**src/rtl/hazard_scoreboard.sv**
```systemverilog
// ---------------------------------------------------------------------------
// hazard_scoreboard
//
// Hazard and forwarding controller for the 5-stage pipelined datapath. It
// keeps its own small copy of what sits in the E, M and W stages. From that
// copy and the incoming D-stage instruction it works out:
//   - which source each E-stage operand should be forwarded from,
//   - when a load/link result is needed too early (use stall),
//   - when a taken branch must squash the younger instructions,
//   - when a load in M is waiting on data memory (memory stall).
// It also keeps two saturating performance counters.
//
// Ports
//   clk, reset    rising-edge clock, synchronous active-high reset
//   rs_d          D-stage source addresses, operand i at [i*REG_W +: REG_W]
//   use_rs_d      bit i set when the D instruction really reads operand i
//   rd_d          D-stage destination register
//   regwrite_d    D instruction writes rd_d
//   resultsrc_d   result source of D: 00 ALU, 01 load, 10 PC+4 (link)
//   branch_e      taken branch/jump resolved in E
//   dmem_ready    data memory finishes the load held in M this cycle
//   StallF..M     hold PC, F/D, D/E and E/M pipeline registers
//   FlushD/E/W    turn F/D, D/E and M/W into bubbles
//   ForwardE      per operand: 00 regfile, 01 ResultW, 10 ALUResult_M
//   stall_cnt     cycles spent with StallD high (saturating)
//   flush_cnt     taken branches acted on (saturating)
// ---------------------------------------------------------------------------
module hazard_scoreboard #(
  parameter int NUM_SRC = 2,
  parameter int REG_W   = 5,
  parameter int COUNT_W = 32
) (
  input  logic                     clk,
  input  logic                     reset,
  input  logic [NUM_SRC*REG_W-1:0] rs_d,
  input  logic [NUM_SRC-1:0]       use_rs_d,
  input  logic [REG_W-1:0]         rd_d,
  input  logic                     regwrite_d,
  input  logic [1:0]               resultsrc_d,
  input  logic                     branch_e,
  input  logic                     dmem_ready,
  output logic                     StallF,
  output logic                     StallD,
  output logic                     StallE,
  output logic                     StallM,
  output logic                     FlushD,
  output logic                     FlushE,
  output logic                     FlushW,
  output logic [NUM_SRC*2-1:0]     ForwardE,
  output logic [COUNT_W-1:0]       stall_cnt,
  output logic [COUNT_W-1:0]       flush_cnt
);

  localparam logic [1:0] RES_ALU  = 2'b00;
  localparam logic [1:0] RES_LOAD = 2'b01;

  localparam logic [1:0] FWD_REGFILE = 2'b00;
  localparam logic [1:0] FWD_W       = 2'b01;
  localparam logic [1:0] FWD_M       = 2'b10;

  // E-stage record
  logic                     e_valid_q, e_valid_d;
  logic [NUM_SRC*REG_W-1:0] e_rs_q, e_rs_d;
  logic [NUM_SRC-1:0]       e_use_q, e_use_d;
  logic [REG_W-1:0]         e_rd_q, e_rd_d;
  logic                     e_regwrite_q, e_regwrite_d;
  logic [1:0]               e_resultsrc_q, e_resultsrc_d;

  // M-stage record
  logic                     m_valid_q, m_valid_d;
  logic [REG_W-1:0]         m_rd_q, m_rd_d;
  logic                     m_regwrite_q, m_regwrite_d;
  logic [1:0]               m_resultsrc_q, m_resultsrc_d;

  // W-stage record
  logic                     w_valid_q, w_valid_d;
  logic [REG_W-1:0]         w_rd_q, w_rd_d;
  logic                     w_regwrite_q, w_regwrite_d;

  // Performance counters
  logic [COUNT_W-1:0]       stall_cnt_q, stall_cnt_d;
  logic [COUNT_W-1:0]       flush_cnt_q, flush_cnt_d;

  logic e_writer, m_writer, w_writer;
  logic use_hit, use_stall, mem_stall;
  logic stall_f, stall_d, stall_e, stall_m;
  logic flush_d, flush_e, flush_w;
  logic [NUM_SRC*2-1:0] forward_e;

  // A stage only counts as producing a register if it holds a real
  // instruction that writes something other than x0; x0 is hardwired to
  // zero so it must never cause a stall or a forward.
  always_comb begin
    e_writer  = e_valid_q & e_regwrite_q & (e_rd_q != '0);
    m_writer  = m_valid_q & m_regwrite_q & (m_rd_q != '0);
    w_writer  = w_valid_q & w_regwrite_q & (w_rd_q != '0);
    mem_stall = m_valid_q & (m_resultsrc_q == RES_LOAD) & ~dmem_ready;
  end

  // A load or link result in E is not available until W, so a D instruction
  // reading it must wait one cycle; after that the value comes through the
  // W forwarding path.
  always_comb begin
    use_hit = 1'b0;
    for (int i = 0; i < NUM_SRC; i++) begin
      if (use_rs_d[i] && (rs_d[i*REG_W +: REG_W] == e_rd_q)) begin
        use_hit = 1'b1;
      end
    end
    use_stall = e_writer & (e_resultsrc_q != RES_ALU) & use_hit;
  end

  // Stall/flush arbitration. A memory stall freezes the whole front of the
  // pipe, so a branch resolved in E simply waits (E holds) and is acted on
  // once memory answers. A taken branch squashes the instruction in D anyway,
  // so a pending use stall against it is irrelevant and is dropped.
  always_comb begin
    stall_f = 1'b0;
    stall_d = 1'b0;
    stall_e = 1'b0;
    stall_m = 1'b0;
    flush_d = 1'b0;
    flush_e = 1'b0;
    flush_w = 1'b0;
    if (reset) begin
      flush_d = 1'b1;
      flush_e = 1'b1;
    end else if (mem_stall) begin
      stall_f = 1'b1;
      stall_d = 1'b1;
      stall_e = 1'b1;
      stall_m = 1'b1;
      flush_w = 1'b1;
    end else if (branch_e) begin
      flush_d = 1'b1;
      flush_e = 1'b1;
    end else if (use_stall) begin
      stall_f = 1'b1;
      stall_d = 1'b1;
      flush_e = 1'b1;
    end
  end

  // Forwarding select for each E operand. The newer value in M wins over the
  // older one in W. Only ALU results exist in M; a load/link in M can never
  // match here because the use stall already spaced the consumer out.
  always_comb begin
    forward_e = '0;
    if (!reset) begin
      for (int i = 0; i < NUM_SRC; i++) begin
        if (e_use_q[i] && m_writer && (m_resultsrc_q == RES_ALU) &&
            (m_rd_q == e_rs_q[i*REG_W +: REG_W])) begin
          forward_e[i*2 +: 2] = FWD_M;
        end else if (e_use_q[i] && w_writer &&
                     (w_rd_q == e_rs_q[i*REG_W +: REG_W])) begin
          forward_e[i*2 +: 2] = FWD_W;
        end else begin
          forward_e[i*2 +: 2] = FWD_REGFILE;
        end
      end
    end
  end

  // Advance the shadow pipeline. While memory stalls, E and M stay put and
  // the W slot becomes a bubble, matching the flushed M/W register in the
  // datapath. Otherwise everything shifts one stage and E picks up the D
  // instruction, marked invalid when the D/E register is being flushed.
  always_comb begin
    e_valid_d     = e_valid_q;
    e_rs_d        = e_rs_q;
    e_use_d       = e_use_q;
    e_rd_d        = e_rd_q;
    e_regwrite_d  = e_regwrite_q;
    e_resultsrc_d = e_resultsrc_q;
    m_valid_d     = m_valid_q;
    m_rd_d        = m_rd_q;
    m_regwrite_d  = m_regwrite_q;
    m_resultsrc_d = m_resultsrc_q;
    w_valid_d     = w_valid_q;
    w_rd_d        = w_rd_q;
    w_regwrite_d  = w_regwrite_q;
    if (mem_stall) begin
      w_valid_d = 1'b0;
    end else begin
      w_valid_d     = m_valid_q;
      w_rd_d        = m_rd_q;
      w_regwrite_d  = m_regwrite_q;
      m_valid_d     = e_valid_q;
      m_rd_d        = e_rd_q;
      m_regwrite_d  = e_regwrite_q;
      m_resultsrc_d = e_resultsrc_q;
      e_valid_d     = ~flush_e;
      e_rs_d        = rs_d;
      e_use_d       = use_rs_d;
      e_rd_d        = rd_d;
      e_regwrite_d  = regwrite_d;
      e_resultsrc_d = resultsrc_d;
    end
  end

  // Counters stick at all-ones instead of wrapping so a long run still reads
  // as "very many" rather than a small misleading number.
  always_comb begin
    stall_cnt_d = stall_cnt_q;
    flush_cnt_d = flush_cnt_q;
    if (stall_d && (stall_cnt_q != '1)) begin
      stall_cnt_d = stall_cnt_q + COUNT_W'(1);
    end
    if (branch_e && !mem_stall && (flush_cnt_q != '1)) begin
      flush_cnt_d = flush_cnt_q + COUNT_W'(1);
    end
  end

  // State registers; reset empties every stage so any hazard in flight at
  // the time of reset is forgotten.
  always_ff @(posedge clk) begin
    if (reset) begin
      e_valid_q     <= 1'b0;
      e_rs_q        <= '0;
      e_use_q       <= '0;
      e_rd_q        <= '0;
      e_regwrite_q  <= 1'b0;
      e_resultsrc_q <= RES_ALU;
      m_valid_q     <= 1'b0;
      m_rd_q        <= '0;
      m_regwrite_q  <= 1'b0;
      m_resultsrc_q <= RES_ALU;
      w_valid_q     <= 1'b0;
      w_rd_q        <= '0;
      w_regwrite_q  <= 1'b0;
      stall_cnt_q   <= '0;
      flush_cnt_q   <= '0;
    end else begin
      e_valid_q     <= e_valid_d;
      e_rs_q        <= e_rs_d;
      e_use_q       <= e_use_d;
      e_rd_q        <= e_rd_d;
      e_regwrite_q  <= e_regwrite_d;
      e_resultsrc_q <= e_resultsrc_d;
      m_valid_q     <= m_valid_d;
      m_rd_q        <= m_rd_d;
      m_regwrite_q  <= m_regwrite_d;
      m_resultsrc_q <= m_resultsrc_d;
      w_valid_q     <= w_valid_d;
      w_rd_q        <= w_rd_d;
      w_regwrite_q  <= w_regwrite_d;
      stall_cnt_q   <= stall_cnt_d;
      flush_cnt_q   <= flush_cnt_d;
    end
  end

  // Drive the ports; counters read as zero while reset is held.
  always_comb begin
    StallF    = stall_f;
    StallD    = stall_d;
    StallE    = stall_e;
    StallM    = stall_m;
    FlushD    = flush_d;
    FlushE    = flush_e;
    FlushW    = flush_w;
    ForwardE  = forward_e;
    stall_cnt = reset ? '0 : stall_cnt_q;
    flush_cnt = reset ? '0 : flush_cnt_q;
  end

endmodule

```
**config.mk**
```make
export PLATFORM = sky130hd
export DESIGN_NAME = hazard_scoreboard
export DESIGN_NICKNAME = d
export VERILOG_FILES = /design/src/rtl/hazard_scoreboard.sv
export SDC_FILE = /design/constraint.sdc
export NUM_CORES = 1
export LEC_CHECK = 0
export BUFFER_PORTS_ARGS = -buffer_cell sky130_fd_sc_hd__buf_2
export CAP_MARGIN = 20
export CORE_MARGIN = 5
export CORE_UTILIZATION = 38
export CTS_CLUSTER_DIAMETER = 40
export CTS_CLUSTER_SIZE = 20
export DETAILED_ROUTE_END_ITERATION = 12
export SLEW_MARGIN = 20
export SYNTH_ARGS = -nofsm -noshare
export SYNTH_HDL_FRONTEND = slang
export SYNTH_SLANG_ARGS = --single-unit
```
**constraint.sdc**
```tcl
create_clock -name clk -period 3.2 [get_ports clk]
set_input_delay 0.8 -clock clk [delete_from_list [all_inputs] [get_ports clk]]
set_output_delay 0.8 -clock clk [all_outputs]
set_load 0.03 [all_outputs]
```
==> impl_metrics.py <==
metrics = {
    "setup_path": {
        "endpoint_kind": "primary output",
        "crit_arrival_ns": 2.21,
        "cp_max_fo": 5,
        "r2r_start": "stall_cnt_q[19]$_SDFFE_PP0P_",
        "reg2reg_setup_slack_ns": 0.49,
        "path_class": "register to primary output",
        "reg2reg_depth": 7,
        "worstPathRequired_ns": 2.40,
        "critPathLaunchType": "register",
        "r2r-end": "stall_cnt_q[4]$_SDFFE_PP0P_",
    },
    "cts": {
        "ctsHtreeMaxLevel": 3,
        "clk_path_buf_depth": 2,
        "cts-resized-gates": 0,
        "insertion_delay_ns": 0.35,
        "postCtsSetupBuffers": 0,
        "cts-root-buf": "clkbuf_16",
        "cts_tree": "yes",
        "numClockSinks": 101,
        "numCtsBuffers": 9,
        "hold_buffers": 0,
        "path_clk_slew_ns": 0.07,
    },
    "floorplan": {
        "ios": 99,
        "rows": 43,
        "start_util_pct": 38.2,
        "die_h_um": 127,
        "die_w_um": 127,
        "die_area_um2": 16200,
        "core_um2": 13700,
    },
    "power_and_ir_drop": {
        "seq_power_share_pct": 51.3,
        "p_sw_mw": 0.590,
        "netSwitchingFraction_pct": 23.0,
        "p_leak_nw": 2.60,
        "ir_worst_vdd_mv": 0.349,
        "p_int_mw": 1.97,
        "pwr-share-comb_pct": 6.0,
        "power_density_nw_per_um2": 411,
        "p_clk_share_pct": 42.7,
    },
    "final_layout": {
        "area_growth_pct": 18.9,
        "nets": 771,
        "antenna_cells": 0,
        "final_area_um2": 6230,
        "drive_gt1_share_pct": 20.0,
    },
    "logic_synthesis": {
        "synth_edf_count": 0,
        "ys_warn_count": 0,
        "synth_most_common_cell": "dfxtp_1",
        "synth_area_leader_cell": "dfxtp_1",
        "synth_cell_type_count": 45,
        "syn_area_um2": 5240,
        "synth_fp_nets": 683,
        "synth_common_cells": "dfxtp_1 (101), nand2_1 (100), nor2_1 (77), nor2b_1 (62), a21oi_1 (45)",
        "seq_area_frac_synth_pct": 38.6,
        "syn_area_per_cell_um2": 7.98,
        "synth_top_area_share_pct": 38.6,
        "synthArstFlopShare_pct": 0,
        "synth_seq_cells": 101,
        "synth_area_leaders": "dfxtp_1 (39%), nor2b_1 (7.4%), nand2_1 (7.2%)",
        "ys.flop_type": "dfxtp_1",
        "synthCells": 657,
    },
    "route": {
        "vias": 4793,
        "ant_nets": 0,
        "drtIter0Drc": 246,
        "wl_per_cell_um": 14.7,
        "drc": 0,
        "viasPerCell": 5.15,
        "firstDrtPassIters": 7,
        "wl_mm": 13.7,
    },
    "timing": {
        "slew_viol_final": 0,
        "slew_headroom_pct": 44.9,
        "rsz0062_at_grt": "false",
        "fmax_mhz": 332,
        "holdWs_ns": 0.456,
        "clock_skew_ns": 0.0104,
        "totalNegativeSetupSlack_ns": 0,
        "setup-violations-final": 0,
        "hold_violations": 0,
        "period_share_pct": 94.1,
        "worst_pin_slew_ns": 0.818,
        "fin_crit_ns": 3.01,
    },
    "global_routing": {
        "grt_overflow": 0,
        "grt_antenna_before_repair": 0,
        "grt_pass1_vias": 4744,
        "grt_first_pass_wirelength_mm": 22.8,
        "grt_max_degree": 51,
        "grt_use_total_pct": 17.1,
    },
    "hold_path": {
        "holdCritPathClass": "register to register",
        "min_from": "w_regwrite_q$_SDFFE_PP0N_",
        "min_to": "w_regwrite_q$_SDFFE_PP0N_",
        "hold_depth": 2,
    },
    "place": {
        "dpl-instance-area_um2": 5950,
        "dp_hpwl_mm": 10.1,
        "gp_congestion": 0.872,
        "io_buffers": 98,
    },
    "run_status": {
        "status": "complete, no violations",
    },
    "run": {
        "drv_cap": 0,
    },
}
==> cells by family after synthesis <==
kind of cell / synth area share (%)
DFF: 38.6
adders and majority gates: 0.477
muxes: 3.20
and+or+nand+nor: 33.6
buffers and inverters: 3.41
AOI/OAI and AO/OA: 9.74
xor gates and xnor gates: 11.0
==> registers in the layout, summed over array words and instances, names as in the netlist <==
signal / flops
m_rd_q: 5
e_rd_q: 5
m_regwrite_q: 1
e_valid_q: 1
flush_cnt_q: 32
w_valid_q: 1
stall_cnt_q: 32
w_regwrite_q: 1
w_rd_q: 5
m_resultsrc_q: 2
e_use_q: 2
e_regwrite_q: 1
e_resultsrc_q: 2
e_rs_q: 10
m_valid_q: 1
==> layer usage <==
metal | routed length [um] | part of all wire, % | track usage, %
met1 | 6180 | 45 | 21.7
met2 | 6630 | 49 | 28.3
met3 | 648 | 4.7 | 3.89
met4 | 206 | 1.5 | 6.81
met5 | 0 | 0 | 0
==> worst max path at each step <==
| stage | start | endpoint | slack, ns | cells after the start |
|---|---|---|---|---|
| after floorplan | rs_d[2] | StallF | 0.06 | 6 |
| after global placement | rs_d[2] | StallD | 0.23 | 7 |
| after detailed placement | rs_d[2] | FlushE | 0.23 | 7 |
| after CTS | m_rd_q[0]$_SDFFE_PP0N_ | ForwardE[2] | 0.17 | 5 |
| after global routing | m_rd_q[0]$_SDFFE_PP0N_ | ForwardE[2] | 0.008 | 5 |
| final | m_rd_q[0]$_SDFFE_PP0N_ | ForwardE[0] | 0.19 | 5 |
==> critical path: stages, from the launching register on <==
cell     delay (ns)
dfxtp_1        0.38
or4_1          0.53
o21ai_0        0.40
nor2_1         0.10
nor3_1         0.22
buf_2          0.24
==> through the flow <==
| step | utilization (%) | setup WS (ns) | total power [mW] | instances |
|---|---|---|---|---|
| after floorplan | - | 0.0619 | 1.44 | 657 |
| after global placement | 43.3 | 0.233 | 1.49 | 914 |
| after detailed placement | 43.3 | 0.231 | 1.50 | 914 |
| after CTS | 45.4 | 0.174 | 2.60 | 930 |
| after global routing | 45.4 | 0.00814 | 2.67 | 930 |
| final | 45.4 | 0.188 | 2.56 | 930 |
==> area by class of cell <==
type	instances	area, um2
Fill cell	1407	7480
Sequential cell	101	2020
Clock inverter	1	30.0
Timing Repair Buffer	111	603
Inverter	9	33.8
Tap cell	180	225
Multi-Input combinational cell	513	3060
Clock buffer	15	258
==> power by group through the flow <==
stage	clock network (mW)	logic (mW)	registers [mW]
6_report	1.10	0.153	1.32
5_1_grt	1.18	0.172	1.32
4_1_cts	1.13	0.154	1.31
3_5_place_dp	0	0.153	1.34
3_3_place_gp	0	0.148	1.34
2_1_floorplan	0	0.106	1.33
==> cell usage in the layout, fill, tap and decap left out, types with 2 or more instances in the layout <==
master	netlist	routed
xnor2_1	24	24
nand2b_1	2	2
and2_1	4	4
nor4_1	9	9
o21ai_0	14	14
nor2b_1	62	62
inv_1	9	9
a2111oi_2	8	8
and3_1	11	11
and4_1	5	5
or4_1	8	8
clkbuf_16	0	9
nand4_1	18	18
buf_4	4	13
dfxtp_1	101	101
nand2_1	100	100
nor3_1	8	8
or3_1	6	6
xor2_1	42	42
ha_1	2	2
mux2_2	14	14
nor2_1	77	77
a21oi_1	45	45
clkbuf_1	20	5
or2_2	2	2
nand3_1	31	31
nor3b_1	3	3
buf_2	2	97
(Power assumes the default switching activity.)
